===== src/rtl/mips_pkg.sv =====
// Shared opcode/funct encodings, ALU control codes and decode bundle for the
// mips32 decode/execute slice.
package mips_pkg;

    localparam logic [5:0] OP_RTYPE = 6'h00;
    localparam logic [5:0] OP_J     = 6'h02;
    localparam logic [5:0] OP_BEQ   = 6'h04;
    localparam logic [5:0] OP_ADDI  = 6'h08;
    localparam logic [5:0] OP_ADDIU = 6'h09;
    localparam logic [5:0] OP_SLTI  = 6'h0A;
    localparam logic [5:0] OP_SLTIU = 6'h0B;
    localparam logic [5:0] OP_ANDI  = 6'h0C;
    localparam logic [5:0] OP_ORI   = 6'h0D;
    localparam logic [5:0] OP_XORI  = 6'h0E;
    localparam logic [5:0] OP_LUI   = 6'h0F;
    localparam logic [5:0] OP_LW    = 6'h23;
    localparam logic [5:0] OP_SW    = 6'h2B;

    localparam logic [5:0] F_SLL   = 6'h00;
    localparam logic [5:0] F_SRL   = 6'h02;
    localparam logic [5:0] F_SRA   = 6'h03;
    localparam logic [5:0] F_SLLV  = 6'h04;
    localparam logic [5:0] F_SRLV  = 6'h06;
    localparam logic [5:0] F_SRAV  = 6'h07;
    localparam logic [5:0] F_BREAK = 6'h0D;
    localparam logic [5:0] F_ADD   = 6'h20;
    localparam logic [5:0] F_ADDU  = 6'h21;
    localparam logic [5:0] F_SUB   = 6'h22;
    localparam logic [5:0] F_SUBU  = 6'h23;
    localparam logic [5:0] F_AND   = 6'h24;
    localparam logic [5:0] F_OR    = 6'h25;
    localparam logic [5:0] F_XOR   = 6'h26;
    localparam logic [5:0] F_NOR   = 6'h27;
    localparam logic [5:0] F_SLT   = 6'h2A;
    localparam logic [5:0] F_SLTU  = 6'h2B;

    localparam logic [3:0] ALU_AND  = 4'd0;
    localparam logic [3:0] ALU_OR   = 4'd1;
    localparam logic [3:0] ALU_ADD  = 4'd2;
    localparam logic [3:0] ALU_XOR  = 4'd3;
    localparam logic [3:0] ALU_NOR  = 4'd4;
    localparam logic [3:0] ALU_SLL  = 4'd5;
    localparam logic [3:0] ALU_SUB  = 4'd6;
    localparam logic [3:0] ALU_SLT  = 4'd7;
    localparam logic [3:0] ALU_SLTU = 4'd8;
    localparam logic [3:0] ALU_SRL  = 4'd9;
    localparam logic [3:0] ALU_SRA  = 4'd10;
    localparam logic [3:0] ALU_LUI  = 4'd11;
    localparam logic [3:0] ALU_ZERO = 4'd12;

    localparam logic [1:0] SRC_RR    = 2'b00;
    localparam logic [1:0] SRC_IMM   = 2'b01;
    localparam logic [1:0] SRC_SHAMT = 2'b10;
    localparam logic [1:0] SRC_VAR   = 2'b11;

    typedef struct packed {
        logic [1:0] alu_src;
        logic       alu_op;
        logic [3:0] op_ctrl;
        logic       zext;
        logic       reg_dst;
        logic       reg_write;
        logic       mem_to_reg;
        logic       mem_write;
        logic       branch;
        logic       jump;
        logic       halt;
        logic       illegal;
    } dec_t;

endpackage


===== src/rtl/mips_alu.sv =====
// Combinational ALU: ctrl selects the operation on op1/op2.
// Shift operations exist only when ALU_SHIFT_EN is defined.
module mips_alu
    import mips_pkg::*;
#(
    parameter int XLEN = 32
) (
    input  logic [3:0]      ctrl,
    input  logic [XLEN-1:0] op1,
    input  logic [XLEN-1:0] op2,
    output logic [XLEN-1:0] result,
    output logic            zero
);

`ifdef ALU_SHIFT_EN
    logic [4:0] shamt;
    assign shamt = op2[4:0];
`endif

    always_comb begin
        // NOTE: assign a default before the case so no path leaves result unassigned (no latch).
        result = '0;
        case (ctrl)
            ALU_AND:  result = op1 & op2;
            ALU_OR:   result = op1 | op2;
            ALU_ADD:  result = op1 + op2;
            ALU_XOR:  result = op1 ^ op2;
            ALU_NOR:  result = ~(op1 | op2);
            ALU_SUB:  result = op1 - op2;
            ALU_SLT:  result = {{(XLEN-1){1'b0}}, ($signed(op1) < $signed(op2))};
            ALU_SLTU: result = {{(XLEN-1){1'b0}}, (op1 < op2)};
            ALU_LUI:  result = op2 << 16;
`ifdef ALU_SHIFT_EN
            ALU_SLL:  result = op1 << shamt;
            ALU_SRL:  result = op1 >> shamt;
            ALU_SRA:  result = $signed(op1) >>> shamt;
`endif
            default:  result = '0;
        endcase
    end

    assign zero = (result == '0);

endmodule


===== src/rtl/mips_decode_exec.sv =====
// Single-cycle MIPS32 decode + execute with one register stage on all outputs.
// Optional ALU_SHIFT_EN enables sll/srl/sra and their variable forms.
module mips_decode_exec
    import mips_pkg::*;
#(
    parameter int XLEN = 32
) (
    input  logic            clock,
    input  logic            reset,
    input  logic            in_valid,
    input  logic [31:0]     instr,
    input  logic [XLEN-1:0] rs_data,
    input  logic [XLEN-1:0] rt_data,
    output logic            out_valid,
    output logic [XLEN-1:0] result,
    output logic            zero,
    output logic            reg_dst,
    output logic            reg_write,
    output logic            mem_to_reg,
    output logic            mem_write,
    output logic            branch,
    output logic            jump,
    output logic [27:0]     jump_target,
    output logic            halt,
    output logic            illegal
);

    logic [5:0]      opcode;
    logic [5:0]      funct;
    logic [4:0]      dest_idx;
    dec_t            dec;
    logic [3:0]      alu_ctrl;
    logic [XLEN-1:0] simm;
    logic [XLEN-1:0] zimm;
    logic [XLEN-1:0] op1;
    logic [XLEN-1:0] op2;
    logic [XLEN-1:0] alu_result;
    logic            alu_zero;

    assign opcode   = instr[31:26];
    assign funct    = instr[5:0];
    assign simm     = {{(XLEN-16){instr[15]}}, instr[15:0]};
    assign zimm     = {{(XLEN-16){1'b0}}, instr[15:0]};
    assign dest_idx = dec.reg_dst ? instr[15:11] : instr[20:16];

    // Main decode: anything not matched below stays illegal with all enables low.
    always_comb begin
        dec         = '0;
        dec.op_ctrl = ALU_ZERO;
        dec.illegal = 1'b1;
        case (opcode)
            OP_RTYPE: begin
                dec.illegal   = 1'b0;
                dec.alu_op    = 1'b1;
                dec.reg_dst   = 1'b1;
                dec.reg_write = 1'b1;
                case (funct)
                    F_ADD, F_ADDU, F_SUB, F_SUBU, F_AND, F_OR,
                    F_XOR, F_NOR, F_SLT, F_SLTU: dec.alu_src = SRC_RR;
`ifdef ALU_SHIFT_EN
                    F_SLL, F_SRL, F_SRA:    dec.alu_src = SRC_SHAMT;
                    F_SLLV, F_SRLV, F_SRAV: dec.alu_src = SRC_VAR;
`endif
                    F_BREAK: begin
                        dec.halt      = 1'b1;
                        dec.reg_write = 1'b0;
                    end
                    default: begin
                        dec.illegal   = 1'b1;
                        dec.alu_op    = 1'b0;
                        dec.reg_dst   = 1'b0;
                        dec.reg_write = 1'b0;
                    end
                endcase
`ifndef ALU_SHIFT_EN
                // The all-zero word is still a legal nop without the shifter.
                if (instr == 32'h0) begin
                    dec.illegal   = 1'b0;
                    dec.alu_op    = 1'b0;
                    dec.reg_write = 1'b0;
                end
`endif
            end
            OP_ADDI, OP_ADDIU, OP_SLTI, OP_SLTIU, OP_ANDI, OP_ORI,
            OP_XORI, OP_LUI, OP_LW, OP_SW: begin
                dec.illegal    = 1'b0;
                dec.alu_src    = SRC_IMM;
                dec.reg_write  = (opcode != OP_SW);
                dec.mem_to_reg = (opcode == OP_LW);
                dec.mem_write  = (opcode == OP_SW);
                dec.zext       = (opcode == OP_ANDI) || (opcode == OP_ORI) || (opcode == OP_XORI);
                case (opcode)
                    OP_SLTI:  dec.op_ctrl = ALU_SLT;
                    OP_SLTIU: dec.op_ctrl = ALU_SLTU;
                    OP_ANDI:  dec.op_ctrl = ALU_AND;
                    OP_ORI:   dec.op_ctrl = ALU_OR;
                    OP_XORI:  dec.op_ctrl = ALU_XOR;
                    OP_LUI:   dec.op_ctrl = ALU_LUI;
                    default:  dec.op_ctrl = ALU_ADD;
                endcase
            end
            OP_BEQ: begin
                dec.illegal = 1'b0;
                dec.alu_src = SRC_RR;
                dec.op_ctrl = ALU_SUB;
                dec.branch  = 1'b1;
            end
            OP_J: begin
                dec.illegal = 1'b0;
                dec.jump    = 1'b1;
            end
            default: dec.illegal = 1'b1;
        endcase
    end

    // ALU control: R-type funct overrides the opcode-derived operation.
    always_comb begin
        alu_ctrl = dec.op_ctrl;
        if (dec.alu_op) begin
            case (funct)
                F_ADD, F_ADDU: alu_ctrl = ALU_ADD;
                F_SUB, F_SUBU: alu_ctrl = ALU_SUB;
                F_AND:         alu_ctrl = ALU_AND;
                F_OR:          alu_ctrl = ALU_OR;
                F_XOR:         alu_ctrl = ALU_XOR;
                F_NOR:         alu_ctrl = ALU_NOR;
                F_SLT:         alu_ctrl = ALU_SLT;
                F_SLTU:        alu_ctrl = ALU_SLTU;
`ifdef ALU_SHIFT_EN
                F_SLL, F_SLLV: alu_ctrl = ALU_SLL;
                F_SRL, F_SRLV: alu_ctrl = ALU_SRL;
                F_SRA, F_SRAV: alu_ctrl = ALU_SRA;
`endif
                default:       alu_ctrl = ALU_ZERO;
            endcase
        end
    end

    always_comb begin
        op1 = rs_data;
        op2 = rt_data;
        case (dec.alu_src)
            SRC_IMM: begin
                op1 = rs_data;
                op2 = dec.zext ? zimm : simm;
            end
            SRC_SHAMT: begin
                op1 = rt_data;
                op2 = {{(XLEN-5){1'b0}}, instr[10:6]};
            end
            SRC_VAR: begin
                op1 = rt_data;
                op2 = {{(XLEN-5){1'b0}}, rs_data[4:0]};
            end
            default: begin
                op1 = rs_data;
                op2 = rt_data;
            end
        endcase
    end

    mips_alu #(.XLEN(XLEN)) u_alu (
        .ctrl   (alu_ctrl),
        .op1    (op1),
        .op2    (op2),
        .result (alu_result),
        .zero   (alu_zero)
    );

    // Side-effect enables are qualified by in_valid; result/zero track the inputs regardless.
    always_ff @(posedge clock) begin
        // NOTE: registered state uses non-blocking assignments; reset is synchronous so it is only seen on a clock edge.
        if (reset) begin
            out_valid   <= 1'b0;
            result      <= '0;
            zero        <= 1'b0;
            reg_dst     <= 1'b0;
            reg_write   <= 1'b0;
            mem_to_reg  <= 1'b0;
            mem_write   <= 1'b0;
            branch      <= 1'b0;
            jump        <= 1'b0;
            jump_target <= '0;
            halt        <= 1'b0;
            illegal     <= 1'b0;
        end else begin
            out_valid   <= in_valid;
            result      <= alu_result;
            zero        <= alu_zero;
            reg_dst     <= dec.reg_dst;
            reg_write   <= in_valid && dec.reg_write && (dest_idx != 5'd0);
            mem_to_reg  <= dec.mem_to_reg;
            mem_write   <= in_valid && dec.mem_write;
            branch      <= in_valid && dec.branch;
            jump        <= in_valid && dec.jump;
            jump_target <= {instr[25:0], 2'b00};
            halt        <= in_valid && dec.halt;
            illegal     <= in_valid && dec.illegal;
        end
    end

endmodule


===== config.mk =====
export PLATFORM = sky130hd
export DESIGN_NAME = mips_decode_exec
export DESIGN_NICKNAME = d
export VERILOG_FILES = /design/src/rtl/mips_pkg.sv /design/src/rtl/mips_alu.sv /design/src/rtl/mips_decode_exec.sv
export SDC_FILE = /design/constraint.sdc
export NUM_CORES = 1
export LEC_CHECK = 0
export ABC_AREA = 1
export CAP_MARGIN = 0
export CORE_UTILIZATION = 55
export CTS_BUF_LIST = sky130_fd_sc_hd__clkbuf_16
export DETAILED_ROUTE_END_ITERATION = 7
export PLACE_DENSITY = 0.83
export SLEW_MARGIN = 10
export SYNTH_ARGS = -nofsm -noshare
export SYNTH_HDL_FRONTEND = slang
export SYNTH_SLANG_ARGS = --single-unit

===== constraint.sdc =====
create_clock -name clock -period 5.5 [get_ports clock]
set_clock_uncertainty 0.2 [all_clocks]
set_input_delay 1.1 -clock clock [delete_from_list [all_inputs] [get_ports clock]]
set_output_delay 1.1 -clock clock [all_outputs]
set_load 0.05 [all_outputs]

# Word level (Yosys, flattened, before mapping)
# Cells that the tools add are included.
[classes] addsub=2 mul=0 div=0 order_cmp=2 eq_ne=35 shifts=0 n_mux=26 bitwise=5 n_reduce_logical=22
[ops] operator="$pmux W32 S9" n=1
[ops] operator="$pmux W32 S3" n=1
[ops] operator="$eq A6 B6 Y1 const B" n=12
[ops] operator="$logic_not A32 Y1" n=2
[ops] operator="$lt A32 B32 Y1" n=2
[ops] operator="$mux W32" n=2
[ops] operator="$eq A6 B4 Y1 const B" n=9
[ops] operator="$add A32 B32 Y32" n=1
[ops] operator="$and A32 B32 Y32" n=1
[ops] operator="$not A32 Y32" n=1
[ops] operator="$or A32 B32 Y32" n=1
[ops] operator="$pmux W4 S8" n=1
[ops] operator="$sub A32 B32 Y32" n=1
[ops] operator="$xor A32 B32 Y32" n=1
[ops] operator="$pmux W4 S6" n=1
[ops] operator="$reduce_or A10 Y1" n=2
[ops] operator="$mux W1" n=15
[ops] operator="$eq A4 B3 Y1 const B" n=3
[ops] operator="$reduce_or A12 Y1" n=1
[ops] operator="$reduce_or A11 Y1" n=1
[ops] operator="$eq A4 B2 Y1 const B" n=2
[ops] operator="$eq A4 B4 Y1 const B" n=2
[ops] operator="$pmux W4 S2" n=1
[ops] operator="$reduce_or A2 Y1" n=4
[ops] operator="15 further kinds" n=24
[totals] regBits=70 latchBits=0 ramBits=0 romBits=0 in_bits=99 output_inout_bits=70 elab_cells=105 memories=0

# Logic depth before layout (Yosys ltp)
[logic_depth] depth_word=10 depth_mapped=33 depth_no_buf=32

# Cells and area by module
# From an unflattened synthesis, not the netlist that was laid out.
[hier_totals] hier_cells=1813 hier_area_um2=9888.2
[by_module_without_submodules] module="mips_alu" n_inst=1 cells_each=1434 area_each_um2=7115.6 seq_area_each_um2=0.0
[by_module_without_submodules] module="mips_decode_exec" n_inst=1 cells_each=379 area_each_um2=2772.7 seq_area_each_um2=1361.3

# Least setup slack after synthesis
# OpenSTA, ideal clock, no wires.
[synth_path] path_type="input to register" startpoint="input instr[31]" endpoint="register zero" setup_ns=0.062 arrival_time_ns=4.310 required_time_ns=5.238 path_slack_ns=0.928 cell_stages=32 path_buffers=4 path_cell_list="inv_2 > nand2_2 > inv_2 > nand2_2 > nand2_1 > buf_2 > clkbuf_1 > nand2_1 > o21a_1 > clkbuf_1 > o21ai_0 > ha_1 > buf_2 > nand2_1 > nor2_1 > inv_1 > nor2_1 > inv_1 > o21a_1 > nand2_1 > nand2_1 > nand2_1 > inv_1 > nand2_1 > nand3_1 > nor2_1 > nand2_1 > nor2_1 > nand2_1 > nor2_1 > nand2_1 > nor2_2"
[synth_between] elab_chain_cells=10 elab_cells_between_ends=49 cone_classes="2 x add/sub; 2 x order compare; 22 x eq/ne; 11 x mux; 4 x bitwise; 8 x reduce/logical"
[synth_rtl] element="from (decl)" line_no="mips_decode_exec.sv:11" text="input logic [31:0] instr,"
[synth_rtl] element="parallel branches: the longest is 8 deep, another holds $sub A32 B32 Y32"
[synth_rtl] element="$pmux W32 S9 (*)" line_no="mips_alu.sv:23" text="case (ctrl)"
[synth_rtl] element="$logic_not A32 Y1 (*)" line_no="mips_alu.sv:42" text="assign zero = (result == '0);"
[synth_rtl] element="to (signal assigned)" line_no="mips_decode_exec.sv:189" text="zero <= alu_zero;"
[synth_rtl] element="to (decl)" line_no="mips_decode_exec.sv:16" text="output logic zero,"
# Every way passes the cells marked *.
# A chain may end at the register's enable or synchronous reset.

# Worst setup path after layout
[layout_path] startpoint="input instr[26]" endpoint="register zero"
# The elaborated chain is that of the path after synthesis.

==> impl_metrics.json <==
{
  "status": "finished, violations left",
  "violations": "DRC",
  "drtPass1Iterations": 8,
  "grt.total_usage_pct": 45.0,
  "grt_pass1_wl_mm": 60.1,
  "wire_per_inst_um": 19.1,
  "cp-end-kind": "flip-flop",
  "period_needed_ns": 5.36,
  "mostFrequentLayoutCell": "nand2_1",
  "drive_gt1_share_pct": 9.10,
  "cp_max_fo": 17,
  "h-tree-depth": 3,
  "start_util_pct": 56.0,
  "nets": 2016,
  "grt_overflow": 0,
  "drtAntennaViolNets": 0,
  "ys_ff_latch": 68,
  "ys_top_cells_by_area": "nand2_1, dfxtp_1, ha_1",
  "cts_root_buf": "clkbuf_16",
  "worstSetupPathType": "in -> reg",
  "yosysTopAreaCellShare_pct": 15.9,
  "grt_pass1_vias": 11300,
  "holdBufCountCts": 0,
  "multi_input_area_um2": 6680,
  "hp-class": "in -> reg",
  "ir_worst_vdd_v": 0.000173,
  "grt_max_degree": 48,
  "dieArea_um2": 17400,
  "slew_headroom_pct": 56.1,
  "hold_ws_ns": 0.890,
  "ios": 169,
  "area_growth_pct": 27.2,
  "yosysTopAreaCell": "nand2_1",
  "final_util_pct": 71.3,
  "nFillCells": 1443,
  "path_clk_slew_ns": 0.06,
  "clockBufferDepth": 2,
  "tightestPinTransition_ns": 0.654,
  "synth_edf_count": 0,
  "antenna_cells": 0,
  "largest-register": "result",
  "largest_reg_flops": 32,
  "reg.largest.list": "result: 32 flops, jump_target: 26 flops",
  "cp.required_ns": 5.59,
  "cts_tree": "done",
  "p_per_area_nw_per_um2": 199,
  "dpl.hpwl_mm": 30.5,
  "final_cell_mix": "nand2_1, inv_1, nor2_1, clkdlybuf4s50_1, nand3_1",
  "synthFlopType": "dfxtp_1",
  "cp-start-kind": "input port",
  "vias_per_cell": 5.84,
  "drt_iter0_drc": 1561,
  "fin_crit_sh_pct": 97.5,
  "die_x_um": 132,
  "postSynth.asyncResetShare_pct": 0,
  "ys_seq_area_share_pct": 14.7,
  "synth_area_um2": 9260,
  "critical_path_arrival_ns": 5.45,
  "fp.coreArea_um2": 16500,
  "antenna_found_initial": 2,
  "gp_congestion": 1.27,
  "cts_buffers": 9,
  "slew_viol_final": 0,
  "syn_inst": 1634,
  "setup_viol": 0,
  "rsz0062_at_grt": "false",
  "hold_viol_final": 0,
  "yosys_warnings": 0,
  "avgSynthCellArea_um2": 5.67,
  "portBuffers": 166,
  "cap_violations": 0,
  "vias": 11900,
  "totalWireLength_mm": 39.0,
  "drc_errors": 28,
  "die_h_um": 132,
  "leakage_uw": 0.00599,
  "row_count": 47,
  "clock-sinks": 68,
  "synth_cell_types": 48,
  "fmax_mhz": 186,
  "seqCellArea_um2": 1360
}
[critical path: stages]
cell and delay [ns]:
clkdlybuf4s50_1 0.45, nand2_1 0.14, inv_1 0.10, nand3_1 0.13, nand2_2 0.12, buf_6 0.18
o21ai_1 0.53, ha_1 0.44, nor2_1 0.24, inv_1 0.06, o21ai_0 0.29, nand2_1 0.17
nand3_1 0.13, nand2_1 0.11, nand2_1 0.10, nand2_1 0.05, nand2_1 0.14, nand2_1 0.08
nand3_1 0.10, nand4_1 0.25, nor2_1 0.18, nand3_1 0.10, nor2_1 0.10, nand2_1 0.07
nor2_2 0.07
[synthesized netlist by cell type, drive strengths merged (7+ instances only)]
cell type and instances:
nand3b 9, o21a 9, dfxtp 68, or2 10
nand3 129, ha 96, clkbuf 16, a21oi 101
nor3 26, nand4 41, nand2 404, o21ai 115
buf 39, o22ai 7, xor2 22, inv 262
nor2 249
[stage by stage]
step / setup WS [ns] / setup TNS [ns] / power, uW / instances / area (um2)
floorplan: 0.928 / 0 / 1250 / 1635 / 9260
global placement: -0.145 / -0.145 / 1640 / 2025 / 11300
detailed placement: -0.245 / -0.245 / 1650 / 2025 / 11300
CTS: 0.0593 / 0 / 2270 / 2041 / 11700
global route: 0.00275 / 0 / 2450 / 2044 / 11800
finish: 0.138 / 0 / 2340 / 2044 / 11800
[what timing repair did]
item | 4_1_cts | 5_1_grt
endpoints found under the setup margin | 0 | 8
buffers inserted | 0 | 3
resized for setup | 0 | 35
[path summary, 6_finish.rpt]
check                   endpoint  depth (start not counted)       from  slack (ns)
worst max-delay path        zero                         25  instr[26]        0.14
worst min-delay path  result[25]                          2      reset        0.89
[where the power goes]
part / total, uW / internal [uW] / switching, uW
clock: 615 / 395 / 220
combinational: 1210 / 405 / 804
sequential: 520 / 515 / 5.78
[per-layer routing]
metal	wire, um	global-route usage, %
met1	13600	51.6
met2	16200	67.2
met3	5330	15.5
met4	3770	38.1
met5	11	0
[logic make-up after synthesis]
group,after synthesis,synth area share [%]
AND/OR/NAND/NOR,872,41.0
XOR/XNOR,22,2.08
AO/OA/AOI/OAI,251,14.6
buffers and inverters,322,14.1
flip-flops,68,14.7
adder cells (fa/ha/maj),98,13.4
other,1,0.0405
[cell type report]
type                            count  area share, %
Clock inverter                      7          0.765
Tap cell                          220           2.34
Clock buffer                        9           1.91
Multi-Input combinational cell   1245           56.7
Timing Repair Buffer              228           18.2
Sequential cell                    68           11.6
Inverter                          267           8.52
Power figures use the tool's default switching activity.
